`config.mk`:
```
export PLATFORM = sky130hd
export DESIGN_NAME = mem_write_buffer
export DESIGN_NICKNAME = d
export VERILOG_FILES = /design/src/rtl/mem_write_buffer.sv
export SDC_FILE = /design/constraint.sdc
export NUM_CORES = 2
export LEC_CHECK = 0
export CORE_AREA = 2 2 292 294
export CTS_BUF_LIST = sky130_fd_sc_hd__clkbuf_16
export DETAILED_ROUTE_END_ITERATION = 6
export DIE_AREA = 0 0 294 296
export GPL_TIMING_DRIVEN = 0
export PLACE_DENSITY = 0.83
export SETUP_SLACK_MARGIN = 0.05
export SYNTH_ARGS = -nofsm -noshare
export SYNTH_HDL_FRONTEND = slang
export SYNTH_SLANG_ARGS = --single-unit
```
`constraint.sdc`:
```
create_clock -name clk -period 15.6 [get_ports clk]
set_input_delay 4.68 -clock clk [delete_from_list [all_inputs] [get_ports clk]]
set_output_delay 4.68 -clock clk [all_outputs]
set_load 0.1 [all_outputs]
```
`src/rtl/mem_write_buffer.sv`:
```
// Posted write-back buffer between the cache memory port and main memory.
// Coalesces queued writes, serves reads from the queue, drains in background.
module mem_write_buffer #(
  parameter int DEPTH       = 4,
  parameter int ADDR_WIDTH  = 32,
  parameter int BLOCK_BITS  = 128,
  parameter int OFFSET_BITS = 4
) (
  input  logic                    clk,
  input  logic                    rst,
  input  logic                    mem_req,
  input  logic                    mem_rw,
  input  logic [ADDR_WIDTH-1:0]   mem_addr,
  input  logic [BLOCK_BITS-1:0]   mem_wdata,
  output logic                    mem_ready,
  output logic                    mem_resp,
  output logic [BLOCK_BITS-1:0]   mem_rdata,
  output logic                    mm_req,
  output logic                    mm_rw,
  output logic [ADDR_WIDTH-1:0]   mm_addr,
  output logic [BLOCK_BITS-1:0]   mm_wdata,
  input  logic                    mm_ready,
  input  logic                    mm_resp,
  input  logic [BLOCK_BITS-1:0]   mm_rdata,
  output logic [$clog2(DEPTH):0]  wb_count
);

  localparam int PW = $clog2(DEPTH);
  localparam int CW = PW + 1;

  typedef enum logic [2:0] {
    IDLE, RD_REQ, RD_WAIT, WR_REQ, WR_WAIT
  } state_t;

  state_t state;

  logic [ADDR_WIDTH-1:0] ent_addr [DEPTH];
  logic [BLOCK_BITS-1:0] ent_data [DEPTH];

  logic [PW-1:0]         head;
  logic [PW-1:0]         tail;
  logic [CW-1:0]         count;
  logic                  rd_pend;
  logic [ADDR_WIDTH-1:0] rd_addr;

  logic          hit;
  logic          co;
  logic [PW-1:0] hit_idx;
  logic [PW-1:0] co_idx;
  logic [PW-1:0] idx;

  logic accept;
  logic acc_wr;
  logic acc_rd;
  logic rd_miss;
  logic push;
  logic pop;

  assign wb_count  = count;
  assign mem_ready = (count < CW'(DEPTH)) && !rd_pend && !mem_resp;

  assign accept  = mem_req && mem_ready;
  assign acc_wr  = accept && mem_rw;
  assign acc_rd  = accept && !mem_rw;
  assign rd_miss = acc_rd && !hit;
  assign push    = acc_wr && !co;
  assign pop     = (state == WR_WAIT) && mm_resp;

  // Scan oldest to youngest so the last match wins; the head never coalesces.
  always_comb begin
    hit     = 1'b0;
    hit_idx = '0;
    co      = 1'b0;
    co_idx  = '0;
    idx     = '0;
    for (int i = 0; i < DEPTH; i++) begin
      idx = head + PW'(i);
      if (CW'(i) < count &&
          ent_addr[idx][ADDR_WIDTH-1:OFFSET_BITS] ==
          mem_addr[ADDR_WIDTH-1:OFFSET_BITS]) begin
        hit     = 1'b1;
        hit_idx = idx;
        if (i != 0) begin
          co     = 1'b1;
          co_idx = idx;
        end
      end
    end
  end

  always_ff @(posedge clk) begin
    if (push) begin
      ent_addr[tail] <= mem_addr;
      ent_data[tail] <= mem_wdata;
    end else if (acc_wr) begin
      ent_data[co_idx] <= mem_wdata;
    end
  end

  always_ff @(posedge clk or negedge rst) begin
    if (!rst) begin
      state     <= IDLE;
      head      <= '0;
      tail      <= '0;
      count     <= '0;
      rd_pend   <= 1'b0;
      rd_addr   <= '0;
      mm_req    <= 1'b0;
      mm_rw     <= 1'b0;
      mm_addr   <= '0;
      mm_wdata  <= '0;
      mem_resp  <= 1'b0;
      mem_rdata <= '0;
    end else begin
      mem_resp <= 1'b0;
      if (acc_wr) begin
        mem_resp <= 1'b1;
      end
      if (acc_rd && hit) begin
        mem_resp  <= 1'b1;
        mem_rdata <= ent_data[hit_idx];
      end
      if (rd_miss) begin
        rd_pend <= 1'b1;
        rd_addr <= mem_addr;
      end
      if (push) begin
        tail <= tail + 1'b1;
      end
      if (pop) begin
        head <= head + 1'b1;
      end
      if (push && !pop) begin
        count <= count + 1'b1;
      end else if (pop && !push) begin
        count <= count - 1'b1;
      end

      unique case (state)
        IDLE: begin
          if (rd_pend || rd_miss) begin
            state   <= RD_REQ;
            mm_req  <= 1'b1;
            mm_rw   <= 1'b0;
            mm_addr <= rd_pend ? rd_addr : mem_addr;
          end else if (count != '0) begin
            state    <= WR_REQ;
            mm_req   <= 1'b1;
            mm_rw    <= 1'b1;
            mm_addr  <= ent_addr[head];
            mm_wdata <= ent_data[head];
          end
        end
        RD_REQ: begin
          if (mm_ready) begin
            mm_req <= 1'b0;
            state  <= RD_WAIT;
          end
        end
        WR_REQ: begin
          if (mm_ready) begin
            mm_req <= 1'b0;
            state  <= WR_WAIT;
          end
        end
        RD_WAIT: begin
          if (mm_resp) begin
            mem_resp  <= 1'b1;
            mem_rdata <= mm_rdata;
            rd_pend   <= 1'b0;
            state     <= IDLE;
          end
        end
        WR_WAIT: begin
          if (mm_resp) begin
            state <= IDLE;
          end
        end
        default: state <= IDLE;
      endcase
    end
  end

endmodule

```
==> results_dict.tcl <==
set metrics [dict create \
    worstRegToRegCells 15 \
    crit_start "mem_addr[27]" \
    hpwl_mm 119 \
    post_cts_buffers 0 \
    rrSetupSlack_ns 7.63 \
    fill_cells 5696 \
    utilization_pct 69.1 \
    fin_nets 4623 \
    synthArstFlopShare_pct 34.3 \
    relSlewSlack_pct 3.32 \
    final-hold-violation-count 0 \
    synth_top_area_cell "edfxtp_1" \
    die_h_um 296 \
    clkTransAtPathRegs_ns 0.06 \
    rsz0062_at_grt "false" \
    cts_max_path_buffers 3 \
    hold_path_class "reg2reg" \
    vdd_drop_max_mv 0.226 \
    grt_max_degree 97 \
    switchingPower_w 0.00636 \
    clockPowerShare_pct 18.6 \
    powerDensity_nw_per_um2 223 \
    required_ns 15.97 \
    power_leakage_nw 21.4 \
    grt_usage_pct 37.4 \
    finalSetupTns_ns 0 \
    min_period_ns 10.51 \
    h-tree-depth 3 \
    grt_pass1_vias 35500 \
    ant_nets 0 \
    startpoint_type "primary input" \
    totalWireLength_mm 165 \
    fin_area_um2 58200 \
    area_delta_synth_final_pct 24.6 \
    path_max_fanout 37 \
    synth.top_cell.area_share_pct 41.1 \
    vias 35400 \
    endpoint "ent_data[1][107]" \
    cts_resized 0 \
    ys_ff_latch 974 \
    gr-total-overflow 0 \
    cts_tree "done" \
    drive_above_1_share_pct 14.7 \
    placed_area_um2 54800 \
    min_period_over_period_pct 67.3 \
    syn_nets 3873 \
    start_util_pct 55.5 \
    ctsRootBufferMaster "clkbuf_16" \
    layout_commonest_cell "edfxtp_1" \
    synth_top_flop_cell "edfxtp_1" \
    synth_area_um2 46700 \
    globalplace.congestion 1.01 \
    final_cell_count_no_fill 5537 \
    syn_avg_cell_area_um2 13.1 \
    most-common-layout-cells "640 x edfxtp_1, 587 x clkdlybuf4s50_1, 440 x nand2_1" \
    grt_pass1_wl_mm 236 \
    drv_cap 0 \
    worstMarginPinSlew_ns 1.45 \
    seq_area_frac_synth_pct 59.0 \
    syn_inst 3570 \
    dr.pass1.iters 6 \
    path_class "in2reg" \
    p_sw_share_pct 48.9 \
    antenna_found_initial 48 \
    wl_per_cell_um 29.8 \
    io_pins 589 \
    synthTopCellsByArea "edfxtp_1 41%, dfrtp_1 18%, mux4_2 8.0%" \
    hold_buffers 0 \
    outcome "finished clean" \
    dpl.cell_count 5306 \
    chipWidth_um 294 \
    p_comb_share_pct 53.6 \
    post_synth_num_cell_types 78 \
    drt_iter0_markers 3936 \
    fin_skew_ns 0.0340 \
    cts_sinks 974 \
    core_area_um2 84200 \
    setup_viol 0 \
    max_freq_mhz 95.2 \
    num_rows 107 \
    slew_viol_final 0 \
    cp_data_arrival_time_ns 10.88 \
    drc 0 \
    vias_per_cell 6.39 \
    r2r_end "ent_data[1][107]" \
    synth_edf_count 640 \
    r2r_start "head[0]" \
    seqPwrFrac_pct 27.8 \
    portBuffers 588 \
    crit_path_end_kind "register" \
    p_total_w 0.0130 \
    insertion_delay_ns 0.71 \
    power.internal_w 0.00665 \
    yosys_warnings 0 \
    die-area_um2 87000 \
    numCtsBuffers 101 \
]
## sequential cells by signal, indices dropped and copies added, names as in the netlist
| name | cells |
|---|---|
| rd_pend | 1 |
| state | 3 |
| rd_addr | 32 |
| mem_resp | 1 |
| mem_rdata | 128 |
| mm_rw | 1 |
| tail | 2 |
| ent_data | 512 |
| mm_wdata | 128 |
| head | 2 |
| mm_addr | 32 |
| mm_req | 1 |
| wb_count | 3 |
| ent_addr | 128 |
## synthesized netlist by cell type (12+ instances only)
master / count
a211oi_1: 13
a21oi_1: 57
a31oi_1: 126
and2_0: 23
and2_1: 117
buf_1: 20
buf_2: 40
buf_6: 23
clkbuf_1: 177
dfrtp_1: 334
edfxtp_1: 640
inv_1: 150
mux2_2: 179
mux2i_1: 151
mux4_2: 166
nand2_1: 440
nand3_1: 12
nand4_1: 22
nor2_1: 51
nor2b_1: 126
nor3_1: 16
o211ai_1: 128
o21ai_0: 185
o31a_1: 124
xnor2_1: 72
xor2_1: 27
## logic make-up after synthesis
kind of cell | count (synthesis) | synth area share (%)
AOI/OAI and AO/OA | 702 | 10.2
xor gates and xnor gates | 100 | 1.89
adders and majority gates | 9 | 0.241
buffers and inverters | 420 | 3.95
DFF | 974 | 59.0
muxes | 496 | 15.6
and+or+nand+nor | 869 | 9.12
## per-layer routing
| metal | up-vias | part of all wire, % | global-route usage, % |
|---|---|---|---|
| met5 | - | 0.11 | 0 |
| met1 | 17700 | 37 | 48.1 |
| li1 | 14900 | - | - |
| met3 | 536 | 11 | 11.3 |
| met2 | 2293 | 46 | 57.8 |
| met4 | 28 | 5.9 | 19.1 |
## worst max-delay path: stages
cell,delay [ns]
clkdlybuf4s50_1,0.63
clkbuf_1,0.54
nand2_1,0.10
mux2_2,0.30
nor4_1,0.46
a41o_1,0.31
nor4bb_1,0.85
nand2_1,0.44
nand2_1,0.26
o211ai_1,0.10
o2bb2ai_1,0.21
mux2i_1,0.36
and3b_4,0.66
buf_16,0.31
buf_16,0.26
buf_16,0.28
## power groups by stage
stage / Clock (W) / Combinational [W] / Sequential [W]
detailed placement: 0 / 0.00687 / 0.00365
CTS: 0.00242 / 0.00691 / 0.00361
finish: 0.00242 / 0.00697 / 0.00362
global placement: 0 / 0.00679 / 0.00367
global route: 0.00252 / 0.00720 / 0.00366
floorplan: 0 / 0.00220 / 0.00628
## per-stage QoR
step | setup slack (ns) | hold WS, ns
final | 5.09 | 0.480
after global routing | 5.03 | 0.507
after CTS | 5.30 | 0.484
after detailed placement | 4.60 | 0.471
after global placement | -12.80 | 0.461
after floorplan | -1.52 | 0.481
## final cells by class
type	instances	area (um^2)	area share, %
Antenna cell	38	95.1	0.163
Buffer	268	1280	2.20
Clock buffer	104	2600	4.47
Clock inverter	88	691	1.19
Inverter	152	571	0.980
Multi-Input combinational cell	2176	17300	29.7
Sequential cell	974	27600	47.4
Tap cell	1090	1360	2.34
Timing Repair Buffer	647	6710	11.5
## how the worst min path moves through the flow
stage	start	end	slack, ns	depth (start not counted)
after floorplan	rd_addr[0]	rd_addr[0]	0.48	1
after global placement	mm_addr[31]	mm_addr[31]	0.46	2
after detailed placement	mm_addr[31]	mm_addr[31]	0.47	2
after CTS	mm_addr[31]	mm_addr[31]	0.48	2
after global routing	mm_addr[31]	mm_addr[31]	0.51	2
final	mm_addr[14]	mm_addr[14]	0.48	2
No activity file was read; power rests on OpenSTA's default activity.
